**src/rtl/aes_dec_pkg.sv**
```systemverilog
// Shared types, constants and GF(2^8) helpers for the byte-serial AES inverse round.
package aes_dec_pkg;

   localparam int unsigned NB = 16;

   localparam logic [7:0] GF_RED = 8'h1B;

   localparam logic [7:0] IMC_C0 = 8'h0E;
   localparam logic [7:0] IMC_C1 = 8'h0B;
   localparam logic [7:0] IMC_C2 = 8'h0D;
   localparam logic [7:0] IMC_C3 = 8'h09;

   typedef enum logic [1:0] {
      LOAD,
      PROC,
      DRAIN
   } state_e;

   function automatic logic [7:0] xtime(input logic [7:0] b);
      return {b[6:0], 1'b0} ^ (b[7] ? GF_RED : 8'h00);
   endfunction

   // Multiply by a 4-bit constant using an xtime chain (a*2, a*4, a*8).
   function automatic logic [7:0] gf_mul_coef(input logic [7:0] a, input logic [3:0] c);
      logic [7:0] x2, x4, x8;
      x2 = xtime(a);
      x4 = xtime(x2);
      x8 = xtime(x4);
      return (c[0] ? a : 8'h00) ^ (c[1] ? x2 : 8'h00) ^
             (c[2] ? x4 : 8'h00) ^ (c[3] ? x8 : 8'h00);
   endfunction

endpackage

```
**src/rtl/inv_mix_column.sv**
```systemverilog
// Combinational AES InvMixColumns on one column; byte r of the column sits at bits [8r+7:8r].
module inv_mix_column
   import aes_dec_pkg::*;
(
   input  logic [31:0] col_i,
   output logic [31:0] col_o
);

   always_comb begin
      col_o = '0;
      for (int r = 0; r < 4; r++) begin
         col_o[8*r +: 8] = gf_mul_coef(col_i[8*r +: 8],           IMC_C0[3:0]) ^
                           gf_mul_coef(col_i[8*((r + 1) % 4) +: 8], IMC_C1[3:0]) ^
                           gf_mul_coef(col_i[8*((r + 2) % 4) +: 8], IMC_C2[3:0]) ^
                           gf_mul_coef(col_i[8*((r + 3) % 4) +: 8], IMC_C3[3:0]);
      end
   end

endmodule

```
**src/rtl/sub_bytes.sv**
```systemverilog
// AES byte substitution: forward S-box (mode_i=0) or inverse S-box (mode_i=1),
// computed as GF(2^8) inversion combined with the affine map.
module sub_bytes
   import aes_dec_pkg::*;
(
   input  logic       mode_i,
   input  logic [7:0] data_i,
   output logic [7:0] data_o
);

   function automatic logic [7:0] gf_mul(input logic [7:0] a, input logic [7:0] b);
      logic [7:0] acc, x;
      acc = 8'h00;
      x   = a;
      for (int i = 0; i < 8; i++) begin
         if (b[i]) acc = acc ^ x;
         x = xtime(x);
      end
      return acc;
   endfunction

   // a^254 == a^-1 for a != 0, and maps 0 to 0.
   function automatic logic [7:0] gf_inv(input logic [7:0] a);
      logic [7:0] x2, x3, x6, x12, x15, x30, x60, x120, x240, x252;
      x2   = gf_mul(a, a);
      x3   = gf_mul(x2, a);
      x6   = gf_mul(x3, x3);
      x12  = gf_mul(x6, x6);
      x15  = gf_mul(x12, x3);
      x30  = gf_mul(x15, x15);
      x60  = gf_mul(x30, x30);
      x120 = gf_mul(x60, x60);
      x240 = gf_mul(x120, x120);
      x252 = gf_mul(x240, x12);
      return gf_mul(x252, x2);
   endfunction

   function automatic logic [7:0] affine_fwd(input logic [7:0] b);
      return b ^ {b[6:0], b[7]} ^ {b[5:0], b[7:6]} ^ {b[4:0], b[7:5]} ^
             {b[3:0], b[7:4]} ^ 8'h63;
   endfunction

   function automatic logic [7:0] affine_inv(input logic [7:0] b);
      return {b[6:0], b[7]} ^ {b[4:0], b[7:5]} ^ {b[1:0], b[7:2]} ^ 8'h05;
   endfunction

   always_comb begin
      data_o = 8'h00;
      if (mode_i) data_o = gf_inv(affine_inv(data_i));
      else        data_o = affine_fwd(gf_inv(data_i));
   end

endmodule

```
**src/rtl/aes_dec_round_bs.sv**
```systemverilog
// Byte-serial AES inverse round: InvShiftRows, InvSubBytes, AddRoundKey, InvMixColumns.
// Define AES_DEC_PIPE_EN to register the column after AddRoundKey (PROC takes 5 cycles).
module aes_dec_round_bs
   import aes_dec_pkg::*;
(
   input  logic       clk,
   input  logic       rst,
   input  logic       in_valid,
   output logic       in_ready,
   input  logic [7:0] in_data,
   input  logic [7:0] in_key,
   input  logic       last_round,
   output logic       out_valid,
   input  logic       out_ready,
   output logic [7:0] out_data,
   output logic       out_last
);

   state_e     state_q, state_d;
   logic [3:0] cnt_q, cnt_d;
   logic       last_q, last_d;

   logic [7:0] st_q  [NB];
   logic [7:0] st_d  [NB];
   logic [7:0] key_q [NB];
   logic [7:0] key_d [NB];
   logic [7:0] res_q [NB];
   logic [7:0] res_d [NB];

   logic [1:0]  ark_c;
   logic [1:0]  wr_c;
   logic        wr_ok;
   logic [31:0] ark_col;
   logic [31:0] mix_in;
   logic [31:0] mix_out;
   logic [31:0] col_res;

   // Row r of column c reads state column (c - r) mod 4, i.e. InvShiftRows on the fly.
   for (genvar r = 0; r < 4; r++) begin : g_row
      logic [1:0] src_c;
      logic [7:0] sb_out;
      assign src_c = ark_c - 2'(r);
      sub_bytes u_sub_bytes (
         .mode_i (1'b1),
         .data_i (st_q[{src_c, 2'(r)}]),
         .data_o (sb_out)
      );
      assign ark_col[8*r +: 8] = sb_out ^ key_q[{ark_c, 2'(r)}];
   end

`ifdef AES_DEC_PIPE_EN
   localparam logic [3:0] PROC_LAST = 4'd4;
   logic [31:0] pipe_q, pipe_d;

   // Cycle k computes column k into the register while column k-1 is written back.
   assign pipe_d = ark_col;
   assign ark_c  = cnt_q[1:0];
   assign mix_in = pipe_q;
   assign wr_c   = 2'(cnt_q - 4'd1);
   assign wr_ok  = (cnt_q != 4'd0);

   always_ff @(posedge clk) begin
      pipe_q <= pipe_d;
   end
`else
   localparam logic [3:0] PROC_LAST = 4'd3;

   assign ark_c  = cnt_q[1:0];
   assign mix_in = ark_col;
   assign wr_c   = cnt_q[1:0];
   assign wr_ok  = 1'b1;
`endif

   inv_mix_column u_inv_mix_column (
      .col_i (mix_in),
      .col_o (mix_out)
   );

   assign col_res = last_q ? mix_in : mix_out;

   always_comb begin
      state_d   = state_q;
      cnt_d     = cnt_q;
      last_d    = last_q;
      st_d      = st_q;
      key_d     = key_q;
      res_d     = res_q;
      in_ready  = 1'b0;
      out_valid = 1'b0;
      out_last  = 1'b0;
      out_data  = 8'h00;

      unique case (state_q)
         LOAD: begin
            in_ready = 1'b1;
            if (in_valid) begin
               st_d[cnt_q]  = in_data;
               key_d[cnt_q] = in_key;
               if (cnt_q == 4'd0) last_d = last_round;
               cnt_d = cnt_q + 4'd1;
               if (cnt_q == 4'(NB - 1)) state_d = PROC;
            end
         end
         PROC: begin
            if (wr_ok) begin
               for (int r = 0; r < 4; r++) res_d[{wr_c, 2'(r)}] = col_res[8*r +: 8];
            end
            if (cnt_q == PROC_LAST) begin
               cnt_d   = 4'd0;
               state_d = DRAIN;
            end else begin
               cnt_d = cnt_q + 4'd1;
            end
         end
         DRAIN: begin
            out_valid = 1'b1;
            out_data  = res_q[cnt_q];
            out_last  = (cnt_q == 4'(NB - 1));
            if (out_ready) begin
               cnt_d = cnt_q + 4'd1;
               if (cnt_q == 4'(NB - 1)) state_d = LOAD;
            end
         end
         default: begin
            state_d = LOAD;
            cnt_d   = 4'd0;
         end
      endcase
   end

   always_ff @(posedge clk or posedge rst) begin
      if (rst) begin
         state_q <= LOAD;
         cnt_q   <= 4'd0;
         last_q  <= 1'b0;
      end else begin
         state_q <= state_d;
         cnt_q   <= cnt_d;
         last_q  <= last_d;
      end
   end

   // Data buffers carry no reset; the FSM never emits them before a full reload.
   always_ff @(posedge clk) begin
      st_q  <= st_d;
      key_q <= key_d;
      res_q <= res_d;
   end

endmodule
```
**config.mk**
```make
export PLATFORM = sky130hd
export DESIGN_NAME = aes_dec_round_bs
export DESIGN_NICKNAME = d
export VERILOG_FILES = /design/src/rtl/aes_dec_pkg.sv /design/src/rtl/inv_mix_column.sv /design/src/rtl/sub_bytes.sv /design/src/rtl/aes_dec_round_bs.sv
export SDC_FILE = /design/constraint.sdc
export NUM_CORES = 2
export LEC_CHECK = 0
export CAP_MARGIN = 40
export CORE_ASPECT_RATIO = 1.4
export CORE_UTILIZATION = 50
export DETAILED_ROUTE_END_ITERATION = 10
export PLACE_DENSITY = 0.65
export SLEW_MARGIN = 15
export SYNTH_ARGS = -nofsm -noshare
export SYNTH_HDL_FRONTEND = slang
export SYNTH_HIERARCHICAL = 1
export SYNTH_SLANG_ARGS = --single-unit
```
**constraint.sdc**
```tcl
create_clock -name clk -period 50.9 [get_ports clk]
set_input_delay 12.725 -clock clk [delete_from_list [all_inputs] [get_ports clk]]
set_output_delay 12.725 -clock clk [all_outputs]
set_load 0.005 [all_outputs]
```
==> impl_results.md <==
- CP bufs+invs: 16
- Clock latency on the worst-skew pair: 0.55 ns
- First-pass GRT wire length: 497600 um
- Final min period: ~26 ns
- Tcrit/Tclk final: 0.5169
- Fin Setup TNS: 0 ns
- Initial antenna violation count: 16
- Initial Utilization: 0.5034
- Die area: 0.2266 mm^2
- CTS Sinks: around 390
- Total wire length: between 300000 and 400000 um
- GP Congestion: about 0.95
- Total CTS buffers: 38
- Die W: between 400 and 500 um
- Mux contribution to synthesized area: 0.06999
- Status: finished clean
- Largest net degree at the start of global routing: 78
- Max cap viols: 0
- Ys async rst share: 0.01790
- Longest Clk Path Bufs: 3
- Clock Skews: between 0.02 and 0.025 ns
- Post-CTS Setup Inserts: 0
- Setup crit end kind: register
- Vias per cell: 5.988
- Cell taking the most area after synthesis: xnor2_1
- Buffers added on ports: 31
- CP Launch Type: register
- Clock transition at path regs: about 0.070 ns
- CP top delay family: XOR/XNOR gates
- Worst-path maximum fanout: 46
- Synth Area in Adders: 0.007574
- CP max-delay cell: xnor3_1
- Cts repair resizes: 0
- Critical path class: reg -> reg
- GRT Overall Usage: 0.2669
- Compound-gate portion of the synthesized area: 0.1336
- Critical path data arrival time: about 27 ns
- Max Fclk: roughly 0.038 GHz
- Core area: approximately 0.22 mm^2
- H-tree depth: 2
- Layout cell share with drive strength beyond 1: 0.1273
- Clk Tree Root Cell: clkbuf_16
- Sequential fraction of the synthesis area: 0.1042
- ANT nets after route: 0
- Syn Inst Count: ~13000
- TritonCTS clock tree: done
- DPL Wire Length: 234800 um
- Die height: between 500 and 600 um
- Hold Path Class: reg -> reg
- Area Overhead vs Synth: 3.332%
- Synth top area share: 0.1832
- Max_slew headroom: 0.3545
- Measured slew at the worst slew-check pin: between 0.9 and 1 ns
- Slowest stage delay, CP: about 0.74 ns
- Number of flops mapped to enable cells by yosys: between 300 and 400
- Ys flop type: edfxtp_1
- Mapped Avg Cell Area: approximately 8.9 um^2
- XOR/XNOR Fraction of Synth Area: 0.4652
- Final setup viols: 0
- Drt pass-1 iters: 9
- Slew Limit Fails: 0
- Endpoints failing hold: 0
- Simple-gate share of the synthesized area: 0.1643
- #FFs+latches synth: 391
- Unrepaired setup endpoints after global routing: no
- I/O pin cnt: 32
- Combinational family with the most area after synthesis: XOR/XNOR gates
- Vias in the first global route: between 80000 and 90000
- DR iter-0 viols: 7814
- Row count: around 200
- Library cells used by synthesis: 129
- Hold_buf cts: 0
- Ys Warns: 6
- Drt drc: 0
- Wire length per cell: slightly above 20 um
- Vias: 91287
- Fin nets: between 10000 and 15000
- Top cells by area, synth: xnor2_1, xnor3_1, edfxtp_1
- Post-Synthesis Cell Area: around 0.11 mm^2
- Gr ovfl total: 0
- Req. time, crit path: 51.19 ns
per-stage QoR:
stage          cell area (um^2)  hold slack, ns  setup slack, ns  cells    util
2_1_floorplan            112300          0.5504            27.72  12687       -
3_3_place_gp             113300          0.5501            23.91  15019  0.5077
3_5_place_dp             114700          0.5653            24.33  15160  0.5141
4_1_cts                  115900          0.5875            24.25  15226  0.5192
5_1_grt                  116100          0.6334            23.05  15243  0.5201
6_report                 116100          0.5831            24.59  15246  0.5202
cell type report:
class,count,area [um^2]
clock inverter,24,180.2
clock buffer,42,965.9
inverter,225,859.6
fill,20500,107100
timing repair buffer,454,3948
multi-input combinational,11209,94770
sequential,391,11710
tap,2898,3626
antenna,3,7.507
synthesized netlist by cell type (40+ instances only):
cell	count
nand2b_1	125
ha_1	68
xnor3_2	76
and3_1	105
inv_1	144
inv_2	57
o21ai_0	360
buf_2	244
o31ai_1	40
xnor2_1	2350
xnor2_2	292
nand2_1	1235
a211oi_1	80
nor3_1	279
xor3_1	57
mux4_2	93
o221ai_1	52
nor2b_1	159
a222oi_1	40
xnor2_4	76
or3_1	96
nor2_1	1490
mux2i_1	421
o22ai_1	80
xor2_2	86
a21oi_1	471
a311oi_1	40
a22oi_1	108
a31oi_1	97
o21ai_1	100
and2_1	67
a21o_1	40
buf_6	113
xor2_1	753
nand3_1	225
xnor3_1	560
edfxtp_1	384
o21a_1	40
buf_4	114
o211ai_1	76
clkbuf_1	321
mux2_2	103
sequential cells by signal, indices dropped and copies added (netlist names):
register and flops:
last_q 1, st_q 128, state_q 2, res_q 128
key_q 128, cnt_q 4
layout by cell type, fill, tap and decap left out, types with 47 or more instances in the layout:
cell type  count
mux4_2        93
o21ai_0      360
a22oi_1      108
and2_1        67
xor2_1       743
nand3_1      225
edfxtp_1     384
inv_1        144
nand2b_1     125
xnor2_4       76
nor3_1       273
ha_1          68
xor2_2        95
mux2_2       103
nand2_1     1235
a21oi_1      471
xnor2_2      316
o21ai_1      100
a211oi_1      80
o221ai_1      52
xnor2_1     2326
xor3_1        57
nor2b_1      155
or3_1         96
inv_2         57
o211ai_1      76
nor2_1      1490
a31oi_1       97
o22ai_1       80
buf_4        338
buf_6         47
and3_1       105
xnor3_1      560
mux2i_1      421
xnor3_2       76
cell families after synthesis:
group	count (synthesis)
AOI/OAI and AO/OA	2127
adders and majority gates	68
other	1
xor gates and xnor gates	4291
buffers and inverters	1087
muxes	640
and+or+nand+nor	4079
DFF	391
layer usage:
metal,up-vias,share of wire,track usage
li1,43255,-,-
met4,26,0.041,0.1032
met3,703,0.049,0.02316
met1,44389,0.40,0.3167
met5,-,0.00061,0
met2,2914,0.51,0.4935
final timing paths:
path,cells past startpoint,slack [ns],start,endpoint
setup / recovery,83,24.59,cnt_q[1],res_q[102]
hold / removal,1,0.58,state_q[1],state_q[0]
setup reg to reg,83,24.59,cnt_q[1],res_q[102]
hold reg to reg,1,0.58,state_q[1],state_q[0]
max in group asynchronous,2,38.05,rst,cnt_q[0]
min in group asynchronous,2,12.58,rst,cnt_q[1]
Power is left out: the tool's default activity adds up to more than one toggle a clock period on the data nets, which glitch-free logic cannot reach.
